**src/rtl/fp_norm_round.sv**
```systemverilog
// Floating-point normalize-and-round back end: a two-stage valid/ready pipeline that
// turns a double-width product significand and exponent into a packed IEEE-style result.
module fp_norm_round #(
  parameter int EXP_W = 8,
  parameter int MAN_W = 23
) (
  input  logic                      clk,
  input  logic                      rst,
  input  logic                      in_valid,
  output logic                      in_ready,
  input  logic                      in_sign,
  input  logic [EXP_W+1:0]          in_exp,
  input  logic [2*(MAN_W+1)-1:0]    in_sig,
  input  logic [2:0]                in_rm,
  output logic                      out_valid,
  input  logic                      out_ready,
  output logic [EXP_W+MAN_W:0]      out_result,
  output logic [2:0]                out_flags
);

  localparam int PROD_W = 2 * (MAN_W + 1);
  localparam int EW     = EXP_W + 8;
  localparam int PW     = $clog2(PROD_W);
  localparam int SH_MAX = MAN_W + 2;
  localparam int SH_W   = $clog2(SH_MAX + 1);
  localparam int RES_W  = 1 + EXP_W + MAN_W;

  localparam logic signed [EW-1:0] EXP_ZERO = '0;
  localparam logic signed [EW-1:0] EXP_ONE  = EW'(1);
  localparam logic signed [EW-1:0] EXP_INF  = EW'((1 << EXP_W) - 1);
  localparam logic signed [EW-1:0] SH_SAT   = EW'(SH_MAX);

  localparam logic [2:0] RM_RTZ = 3'b001;
  localparam logic [2:0] RM_RDN = 3'b010;
  localparam logic [2:0] RM_RUP = 3'b011;
  localparam logic [2:0] RM_RMM = 3'b100;

  // ---------------- handshake ----------------
  logic s1_valid_reg;
  logic out_valid_reg;
  logic s2_ready;
  logic in_fire;

  assign s2_ready = !out_valid_reg || out_ready;
  assign in_ready = !s1_valid_reg || s2_ready;
  assign in_fire  = in_valid && in_ready;

  // ---------------- S1: normalize ----------------
  logic [PW-1:0]          lead_pos;
  logic signed [EW-1:0]   norm_exp;
  logic [PROD_W-1:0]      norm_sig;

  always_comb begin
    lead_pos = '0;
    for (int i = 0; i < PROD_W; i++) begin
      if (in_sig[i]) lead_pos = PW'(i);
    end
  end

  // The binary point sits below bit PROD_W-2, so a leading one there means unscaled.
  assign norm_exp = EW'($signed(in_exp)) + $signed(EW'(lead_pos)) - EW'(PROD_W - 2);
  assign norm_sig = in_sig << (PW'(PROD_W - 1) - lead_pos);

  logic                   s1_sign_reg;
  logic signed [EW-1:0]   s1_exp_reg;
  logic [PROD_W-1:0]      s1_sig_reg;
  logic [2:0]             s1_rm_reg;
  logic                   s1_zero_reg;

  always_ff @(posedge clk or posedge rst) begin
    if (rst) begin
      s1_valid_reg <= 1'b0;
      s1_sign_reg  <= 1'b0;
      s1_exp_reg   <= '0;
      s1_sig_reg   <= '0;
      s1_rm_reg    <= '0;
      s1_zero_reg  <= 1'b0;
    end else begin
      if (in_ready) s1_valid_reg <= in_valid;
      if (in_fire) begin
        s1_sign_reg <= in_sign;
        s1_exp_reg  <= norm_exp;
        s1_sig_reg  <= norm_sig;
        s1_rm_reg   <= in_rm;
        s1_zero_reg <= (in_sig == '0);
      end
    end
  end

  // ---------------- S2: denormalize, round, pack ----------------
  logic                   tiny;
  logic signed [EW-1:0]   sh_full;
  logic [SH_W-1:0]        sh;
  logic [2*PROD_W-1:0]    wide;
  logic [PROD_W-1:0]      aligned;
  logic                   lost;
  logic                   lead_bit;
  logic [MAN_W-1:0]       frac;
  logic                   guard;
  logic                   sticky;
  logic                   inexact;
  logic                   inc;
  logic [MAN_W+1:0]       sum;
  logic signed [EW-1:0]   exp_r;
  logic                   of;
  logic                   uf;
  logic                   inf_sel;
  logic [RES_W-1:0]       res_next;
  logic [2:0]             flags_next;

  assign tiny    = (s1_exp_reg <= EXP_ZERO);
  assign sh_full = EXP_ONE - s1_exp_reg;

  always_comb begin
    sh = '0;
    if (tiny) begin
      if (sh_full > SH_SAT) sh = SH_W'(SH_MAX);
      else                  sh = sh_full[SH_W-1:0];
    end
  end

  // Shifting into a double-width word keeps every bit pushed out for the sticky OR.
  assign wide     = {s1_sig_reg, {PROD_W{1'b0}}} >> sh;
  assign aligned  = wide[2*PROD_W-1:PROD_W];
  assign lost     = |wide[PROD_W-1:0];
  assign lead_bit = aligned[PROD_W-1];
  assign frac     = aligned[PROD_W-2:MAN_W+1];
  assign guard    = aligned[MAN_W];
  assign sticky   = (|aligned[MAN_W-1:0]) | lost;
  assign inexact  = guard | sticky;

  always_comb begin
    case (s1_rm_reg)
      RM_RTZ:  inc = 1'b0;
      RM_RDN:  inc = s1_sign_reg & inexact;
      RM_RUP:  inc = !s1_sign_reg & inexact;
      RM_RMM:  inc = guard;
      default: inc = guard & (sticky | frac[0]);
    endcase
  end

  assign sum = {1'b0, lead_bit, frac} + {{(MAN_W+1){1'b0}}, inc};

  always_comb begin
    case (s1_rm_reg)
      RM_RTZ:  inf_sel = 1'b0;
      RM_RDN:  inf_sel = s1_sign_reg;
      RM_RUP:  inf_sel = !s1_sign_reg;
      default: inf_sel = 1'b1;
    endcase
  end

  // A carry out of the significand leaves the fraction bits at zero on its own.
  always_comb begin
    exp_r = s1_exp_reg;
    if (tiny)                exp_r = sum[MAN_W] ? EXP_ONE : EXP_ZERO;
    else if (sum[MAN_W+1])   exp_r = s1_exp_reg + EXP_ONE;
  end

  assign of = !tiny && (exp_r >= EXP_INF);
  assign uf = tiny && inexact;

  always_comb begin
    res_next   = {s1_sign_reg, exp_r[EXP_W-1:0], sum[MAN_W-1:0]};
    flags_next = {1'b0, uf, inexact};
    if (s1_zero_reg) begin
      res_next   = {s1_sign_reg, {(EXP_W+MAN_W){1'b0}}};
      flags_next = 3'b000;
    end else if (of) begin
      flags_next = 3'b101;
      if (inf_sel) res_next = {s1_sign_reg, {EXP_W{1'b1}}, {MAN_W{1'b0}}};
      else         res_next = {s1_sign_reg, {(EXP_W-1){1'b1}}, 1'b0, {MAN_W{1'b1}}};
    end
  end

  logic [RES_W-1:0] out_result_reg;
  logic [2:0]       out_flags_reg;

  always_ff @(posedge clk or posedge rst) begin
    if (rst) begin
      out_valid_reg  <= 1'b0;
      out_result_reg <= '0;
      out_flags_reg  <= '0;
    end else if (s2_ready) begin
      out_valid_reg <= s1_valid_reg;
      if (s1_valid_reg) begin
        out_result_reg <= res_next;
        out_flags_reg  <= flags_next;
      end
    end
  end

  assign out_valid  = out_valid_reg;
  assign out_result = out_result_reg;
  assign out_flags  = out_flags_reg;

endmodule

```
**config.mk**
```make
export PLATFORM = sky130hd
export DESIGN_NAME = fp_norm_round
export DESIGN_NICKNAME = d
export VERILOG_FILES = /design/src/rtl/fp_norm_round.sv
export SDC_FILE = /design/constraint.sdc
export NUM_CORES = 1
export LEC_CHECK = 0
export ABC_AREA = 1
export ABC_CLOCK_PERIOD_IN_PS = 15650
export BUFFER_PORTS_ARGS = -buffer_cell sky130_fd_sc_hd__buf_2
export CAP_MARGIN = 10
export CORE_MARGIN = 5
export CORE_UTILIZATION = 55
export CTS_BUF_LIST = sky130_fd_sc_hd__clkbuf_4
export DETAILED_ROUTE_END_ITERATION = 8
export PLACE_DENSITY = 0.86
export SLEW_MARGIN = 5
export SYNTH_ARGS = -nofsm -noshare
export SYNTH_HDL_FRONTEND = slang
export SYNTH_SLANG_ARGS = --single-unit
```
**constraint.sdc**
```tcl
create_clock -name clk -period 15.65 [get_ports clk]
set_input_delay 2.3475 -clock clk [delete_from_list [all_inputs] [get_ports clk]]
set_output_delay 2.3475 -clock clk [all_outputs]
set_load 0.1 [all_outputs]
```
==> summary.md <==
| Metric | Value |
|---|---|
| Placed inst area | 0.01195 sq mm |
| Final Max Tran Viols | 0 |
| Crit. End Element | register |
| Routed Antenna Nets | 0 |
| Syn Nets | 2,000 |
| RSZ-0062 raised after global routing | false |
| Most frequent cell after synthesis | nand2_1 |
| Post-CTS setup buffers | 0 |
| Total number of vias | 12,690 |
| Total power | about 1.7 mW |
| Leak Pwr | 6.214 nW |
| Worst Hold Class | reg -> reg |
| Worst Hold Path EP | out_result[15]$_DFFE_PP0P_ |
| Slowest stage delay, CP | 0.86 ns |
| Vias per inst | 5.740 |
| Sequential share of the synthesized area | 22.22% |
| Synthesized area | between 0.01 and 0.015 sq mm |
| Avg Inst Size Synth | between 6 and 7 sq um |
| DRC Markers | 0 |
| Fin crit period | 7.598 ns |
| P_sw | 1.019 mW |
| Post-cts hold buffer count | 0 |
| Synth area leader | dfrtp_1 |
| CP Launch Type | register |
| Routed len/inst | 14.79 um |
| Commonest cells post-synth | 583 x nand2_1, 379 x nand3_1, 177 x inv_1 |
| Finish-stage setup viols | 0 |
| Top-area cell type share of the netlist area | between 20% and 30% |
| Yosys reg bits | just over 100 |
| Total GRT Usage | between 20% and 30% |
| Sinks on Clock Net | 102 |
| Layout cell share with drive strength beyond 1 | 12.27% |
| Clock network fraction of total power | 9.3% |
| Crit path DAT | 7.99 ns |
| Final cell count without fillers | 2,211 |
| Clock skew | 0.03474 ns |
| Async set-reset flop share out of synthesis | 100.0% |
| Pre-CTS WS | ~8.0 ns |
| Die Wd | 154.5 um |
| Max_slew headroom | 24.09% |
| Worst R2R Path Depth | 36 |
| Root Driver | clkbuf_4 |
| Clock-pin transition on the worst setup and hold timing paths | 0.19 ns |
| Die Area | 0.02387 sq mm |
| Area delta synth->final | 5.512% |
| Worst hold margin | 0.4979 ns |
| Largest net degree at the start of global routing | 82 |
| Placeable core area | about 0.02 sq mm |
| Final worst slack | 8.052 ns |
| DR iter-0 viols | 1,049 |
| RD Place Congestion | 0.9736 |
| Reg2reg setup slack | 8.05 ns |
| Number of I/O pins | between 100 and 150 |
| Estimated wirelength of the detail-placed design | 25.55 mm |
| Post-Route WL | about 33 mm |
| Logic gate share of total power | 67.6% |
| Initial antenna violation count | 1 |
| Netlist cell types | 65 |
| # port buffers | 102 |
| Worst hold path startpoint | out_result[15]$_DFFE_PP0P_ |
| Largest fanout on the critical path | 43 |
| CP startpoint | s1_exp_reg[1]$_DFFE_PP0P_ |
| Vias in the first global route | 11,550 |
| Switching Share | 60.32% |
| Synth Instances | 1,911 |
| Die Ht | 154.5 um |
| Pint | 670.7 uW |
| Row count | 52 |
| Number of synthesized flops with an enable pin | 0 |
| F_max | about 130 MHz |
| Post-route cell area | 0.01212 sq mm |
| First-pass DRT Iterations | 6 |
| CTS tree | done |
| Number of synthesis warnings | 0 |
| Later-pin clock latency in the skew report | 0.49 ns |
| Fillers | a little over 2,000 |
| Hold Crit Depth | 2 |
| Longest Clk Path Bufs | 2 |
| Register share of total power | 23.1% |
| Slowest-stage cell, CP | inv_1 |
| Critical path data required time | 16.04 ns |
| Setup TNS | 0 ns |
| # nets final | slightly above 2,000 |
| Period Utilization, post-route | between 40% and 50% |
| Max FFs per register | 48 |
| First-pass GRT wire length | around 55 mm |
| Initial core utilization | 56.22% |
| Post-cts resize count | 0 |
| Critical R2R Capture | out_result[12]$_DFFE_PP0P_ |
| Final Hold Vio Count | 0 |
| Pwr Density | about 140 mW/mm^2 |
| Start of the worst register-to-register path | s1_exp_reg[1]$_DFFE_PP0P_ |
| Synth Flop Type | dfrtp_1 |
| Num CTS Buffers | 9 |
| Worst slew pin tran | 1.137 ns |
| CP Class | reg -> reg |
| Max cap viols | 0 |
| GRT Residual Overflow | 0 |
| Status | completed |
| Utilization after layout | between 50% and 60% |
| Max VDD drop | approximately 130 uV |
| Synth area leaders | dfrtp_1 22%, nand2_1 19%, nand3_1 17%, inv_1 5.8%, o21ai_0 4.1% |
| Dpl cells | 2,194 |
| H-Tree Depth | 3 |
[layout make-up]
type	instances	area (sq um)	share of cell area [%]
Multi-Input combinational cell	1509	7680	63.37
Sequential cell	102	2552	21.06
Inverter	193	730.7	6.029
Timing Repair Buffer	120	645.6	5.327
Tap cell	270	337.8	2.788
Clock inverter	7	102.6	0.8466
Clock buffer	9	67.56	0.5575
Antenna cell	1	2.502	0.02065
[cells in the final DEF (no fill, tap or decap), types with 7 or more instances in the layout]
cell      count
a21oi_1      40
buf_2       102
buf_4        18
clkbuf_4      9
dfrtp_1     102
ha_1         22
inv_1       176
inv_2         9
mux2i_1      20
nand2_1     583
nand2_2      10
nand3_1     379
nand4_1      15
nor2_1      111
nor2_2       14
nor2_4        8
nor3_1       15
nor4_1       13
o211ai_1      7
o211ai_2     14
o21ai_0      95
o21ai_1      30
o21ai_2      18
o22ai_1      23
xnor2_1      12
xor2_1       21
[how the worst max path moves through the flow]
stage | end | slack [ns] | cells after the start
global placement | out_result[12]$_DFFE_PP0P_ | 8.23 | 33
global route | out_result[12]$_DFFE_PP0P_ | 7.12 | 36
detailed placement | out_result[12]$_DFFE_PP0P_ | 8.05 | 33
CTS | out_result[12]$_DFFE_PP0P_ | 8.04 | 33
finish | out_result[12]$_DFFE_PP0P_ | 8.05 | 36
floorplan | s1_exp_reg[9]$_DFFE_PP0P_ | 8.87 | 40
[metal layers]
layer	track usage, %	up-vias	share of wire [%]	routed length (um)
li1	-	6386	-	-
met1	37.72	5782	44	14480
met2	44.24	467	47	15300
met3	2.710	57	6.2	2022
met4	8.579	0	2.8	909
met5	0	-	0	0
[kinds of logic (layout without fill, tap and decap cells)]
family | Yosys count | after routing | synth area share [%]
other | 0 | 1 | 0
DFF | 102 | 102 | 22.22
muxes | 20 | 20 | 1.743
adders and majority gates | 23 | 23 | 2.571
and+or+nand+nor | 1175 | 1175 | 45.66
AOI/OAI and AO/OA | 258 | 258 | 14.06
buffers and inverters | 300 | 329 | 11.22
xor gates and xnor gates | 33 | 33 | 2.516
[power by group through the flow]
stage	clock [mW]	sequential [mW]	combinational [mW]
2_1_floorplan	0	0.698	0.636
3_3_place_gp	0	0.393	1.12
3_5_place_dp	0	0.395	1.13
4_1_cts	0.161	0.390	1.14
5_1_grt	0.172	0.400	1.25
6_report	0.157	0.391	1.14
[worst max-delay path: cells and delay by family (launching register included)]
kind            cells  cell delay (ns)
compound gates     11             2.20
xor+xnor            1             0.18
fa+ha+maj           3             0.60
flops               1             0.52
simple gates       15             2.45
buf+inv             6             1.56
Power figures use the tool's default switching activity.
